$ cat src/rtl/input_debouncer.sv
// Two-flop synchroniser followed by a stable-count debouncer for a bouncy pin.
// Produces a registered clean level plus one-cycle rise and fall pulses.
module input_debouncer #(
    parameter int DEBOUNCE_CYCLES = 8,
    localparam int CNT_W = $clog2(DEBOUNCE_CYCLES)
) (
    input  logic CLK,
    input  logic CLR_n,
    input  logic Raw,
    output logic Clean,
    output logic Rise,
    output logic Fall
);

    typedef enum logic [1:0] {
        LOW     = 2'b00,
        WAIT_HI = 2'b01,
        HIGH    = 2'b10,
        WAIT_LO = 2'b11
    } state_t;

    localparam logic [CNT_W-1:0] CNT_MAX = CNT_W'(DEBOUNCE_CYCLES - 1);

    state_t           state;
    state_t           next_state;
    logic [CNT_W-1:0] cnt;
    logic [CNT_W-1:0] next_cnt;
    logic             sync1;
    logic             sync2;
    logic             next_clean;
    logic             next_rise;
    logic             next_fall;

    always_ff @(posedge CLK or negedge CLR_n) begin
        if (!CLR_n) begin
            sync1 <= 1'b0;
            sync2 <= 1'b0;
        end else begin
            sync1 <= Raw;
            sync2 <= sync1;
        end
    end

    always_ff @(posedge CLK or negedge CLR_n) begin
        if (!CLR_n) begin
            state <= LOW;
            cnt   <= '0;
            Clean <= 1'b0;
            Rise  <= 1'b0;
            Fall  <= 1'b0;
        end else begin
            state <= next_state;
            cnt   <= next_cnt;
            Clean <= next_clean;
            Rise  <= next_rise;
            Fall  <= next_fall;
        end
    end

    // The counter only runs in the WAIT states and is cleared on every exit,
    // so it can never pass CNT_MAX or wrap.
    always_comb begin
        next_state = state;
        next_cnt   = '0;
        case (state)
            LOW: begin
                if (sync2) next_state = WAIT_HI;
            end
            WAIT_HI: begin
                if (!sync2) begin
                    next_state = LOW;
                end else if (cnt == CNT_MAX) begin
                    next_state = HIGH;
                end else begin
                    next_cnt = cnt + 1'b1;
                end
            end
            HIGH: begin
                if (!sync2) next_state = WAIT_LO;
            end
            WAIT_LO: begin
                if (sync2) begin
                    next_state = HIGH;
                end else if (cnt == CNT_MAX) begin
                    next_state = LOW;
                end else begin
                    next_cnt = cnt + 1'b1;
                end
            end
            default: begin
                next_state = LOW;
            end
        endcase
    end

    // Outputs are computed from the upcoming state so the registered level
    // and pulses line up with the state they describe.
    always_comb begin
        next_clean = (next_state == HIGH) || (next_state == WAIT_LO);
        next_rise  = (state == WAIT_HI) && (next_state == HIGH);
        next_fall  = (state == WAIT_LO) && (next_state == LOW);
    end

endmodule

$ cat config.mk
export PLATFORM = sky130hd
export DESIGN_NAME = input_debouncer
export DESIGN_NICKNAME = d
export VERILOG_FILES = /design/src/rtl/input_debouncer.sv
export SDC_FILE = /design/constraint.sdc
export NUM_CORES = 1
export LEC_CHECK = 0
export BUFFER_PORTS_ARGS = -buffer_cell sky130_fd_sc_hd__buf_4
export CAP_MARGIN = 25
export CORE_AREA = 2 2 39 41
export CTS_CLUSTER_DIAMETER = 50
export DETAILED_ROUTE_END_ITERATION = 8
export DIE_AREA = 0 0 41 43
export PLACE_DENSITY = 0.52
export SLEW_MARGIN = 20
export SYNTH_ARGS = -nofsm -noshare
export SYNTH_HDL_FRONTEND = slang
export SYNTH_SLANG_ARGS = --single-unit
$ cat constraint.sdc
create_clock -name CLK -period 2 [get_ports CLK]
set_input_delay 0.4 -clock CLK [delete_from_list [all_inputs] [get_ports CLK]]
set_output_delay 0.4 -clock CLK [all_outputs]
set_load 0.005 [all_outputs]
==> results.md <==
- FFs w/ async S/R, synth: 1.00
- Outcome: finished clean
- CTS H-tree depth: 1
- Crit-path cells: ha_1 -> ha_1 -> nand2_1 -> mux2_2
- Die Area: 1760 um2
- Commonest cells in the netlist: dfrtp_1, and3_1, ha_1, nor3b_1
- First-pass GRT wire length: 1000 um
- Final Util: 0.307
- Total CTS buffers: 3
- N_diodes: 0
- Grt total ovfl: 0
- Routed Antenna Nets: 0
- Multi-input logic area: 105 um2
- FILL cells: 144
- Critical-path top delay cell: dfrtp_1
- Root Driver: clkbuf_4
- FF-to-FF Start: cnt[0]
- Final Hold Fails: 0
- Routed wire per std cell: 11.8 um
- Syn avg cell area: 15.7 um2
- Worst setup margin: 614 ps
- Largest net degree at the start of global routing: 10
- DRT Pass-1 Iters: 2
- CP most frequent cell: ha_1
- Path depth of the worst reg2reg path: 4
- Top-count cell post-synth: dfrtp_1
- Worst-case clock buffer depth: 2
- Initial core utilization: 0.239
- Fmax: 722 MHz
- Mapped Cells: 21
- #FFs+latches synth: 9
- Peak VDD IR: 294 uV
- Post-synth cell types: 10
- CP Data Arrival Time: 1530 ps
- DIE WIDTH: 41 um
- Nets: 37
- Syn-to-layout area delta: 28.4%
- DR DRC count: 0
- Setup CP Type: reg -> reg
- CTS sink count: 9
- Synth Net Count: 26
- Place WS: 615 ps
- GRT Overall Usage: 0.0960
- Via count: 196
- Leak Pwr: 0.218 nW
- Main synth FF type: dfrtp_1
- Crit path max fanout: 3
- Final Wtd Congestion: 0.650
- WL final: 554 um
- Power Density: 808 nW/um2
- Class of the tightest hold or removal check: in -> reg
- Post_cts resized: 0
- R2r setup slk: 610 ps
- Number of cells on the worst hold path: 1
- Slew @ Worst Pin: 254 ps
- Chip height: 43 um
- CTS tree: yes
- IO Pins: 6
- Max-slew violation count: 0
- Clock-pin slew on the worst setup and hold paths: 60 ps
- Largest area contributor in the netlist: dfrtp_1
- Number of flops mapped to enable cells by yosys: 0
- Worst Setup SP: cnt[0]
- Core area: 1380 um2
- Final setup skew: 5.58 ps
- Tot Pwr: 343 uW
- Fin crit share: 0.693
- Syn. warnings: 0
- Worst min-delay path startpoint: Raw
- Sequential area share after synthesis: 0.682
- Antenna violations before repair: 0
- RSZ-0062 raised after global routing: false
- Crit start category: register
- Max_slew headroom: 0.829
- Post-Syn Area: 330 um2
- Synth area leaders: dfrtp_1, ha_1, nor3b_1
- Layout cell share with drive strength beyond 1: 0.323
- Tmin final: 1390 ps
- Reg2reg end: state[1]
- Sequential cell area: 225 um2
- Critical path endpoint category: register
- Hold Slack: 252 ps
- Clk Latency, worst-skew pair: 260 ps
- Initial DRC count: 1
- CP required: 2140 ps
- Crit path capture: state[1]
- Site Rows: 14
- Count of final setup violators: 0
- DR vias/cell: 4.17
- MaxCap Viol Count: 0
- Post-synth top area share: 0.682
- Input/output buffers: 5
- Number of global-route vias before repair: 226
- Setup_tns: 0 ps
- Slowest stage delay, CP: 390 ps
cells in the final DEF (no fill, tap or decap):
cell,count
clkbuf_1,1
ha_1,2
buf_4,5
nand2_1,1
mux2_2,1
xnor2_1,1
and3_1,2
nor4b_2,1
dfrtp_1,9
a21oi_1,1
nor3b_1,2
xor2_1,1
clkbuf_4,3
dlygate4sd3_1,1
routing by layer:
layer  wire length (um)  global-route usage  vias to the layer above
met2                278               0.119                        6
met5                  0                   0                        -
met3                 40              0.0576                        0
met1                235               0.112                       97
li1                   -                   -                       93
met4                  0              0.0800                        0
critical path: cells and delay by family, from the launching register on:
kind | cells | cell delay (ps)
flip-flops | 1 | 390
AND/OR/NAND/NOR | 1 | 120
multiplexers | 1 | 340
adder cells (fa/ha/maj) | 2 | 430
state kept, by name, summed over array words and instances (netlist names):
name / cells
Fall: 1
Rise: 1
cnt: 3
state: 2
sync1: 1
sync2: 1
power breakdown:
part,internal (mW),total [mW],switching [mW]
combinational,0.00736,0.0136,0.00621
sequential,0.187,0.191,0.00433
clock,0.0767,0.138,0.0610
logic make-up (layout without fill, tap and decap cells):
group,count (synthesis),after routing,synth area share
AOI/OAI and AO/OA,1,1,0.0151
xor gates and xnor gates,2,2,0.0530
adders and majority gates,2,2,0.0757
buffers and inverters,0,10,0
DFF,9,9,0.682
muxes,1,1,0.0341
and+or+nand+nor,6,6,0.140
repair_timing:
| item | 4_1_cts | 5_1_grt |
|---|---|---|
| setup buffers | 0 | 0 |
| endpoints found under the hold margin | 9 | 0 |
| hold buffers | 1 | 0 |
through the flow:
| stage | instances | area, um2 |
|---|---|---|
| 2_1_floorplan | 21 | 330 |
| 3_3_place_gp | 42 | 388 |
| 3_5_place_dp | 42 | 388 |
| 4_1_cts | 47 | 424 |
| 5_1_grt | 47 | 424 |
| 6_report | 47 | 424 |
worst min-delay path by stage:
stage,endpoint,slack [ps]
floorplan,Fall,100
global placement,cnt[2],220
detailed placement,cnt[2],230
CTS,sync1,240
global route,sync1,240
finish,sync1,250
area by class of cell:
cell class,instances,area share
clock buffers,4,0.0619
well taps,16,0.0472
flip-flops and latches,9,0.531
repair buffers,6,0.112
multi-input cells,12,0.248
Power figures use the tool's default switching activity.
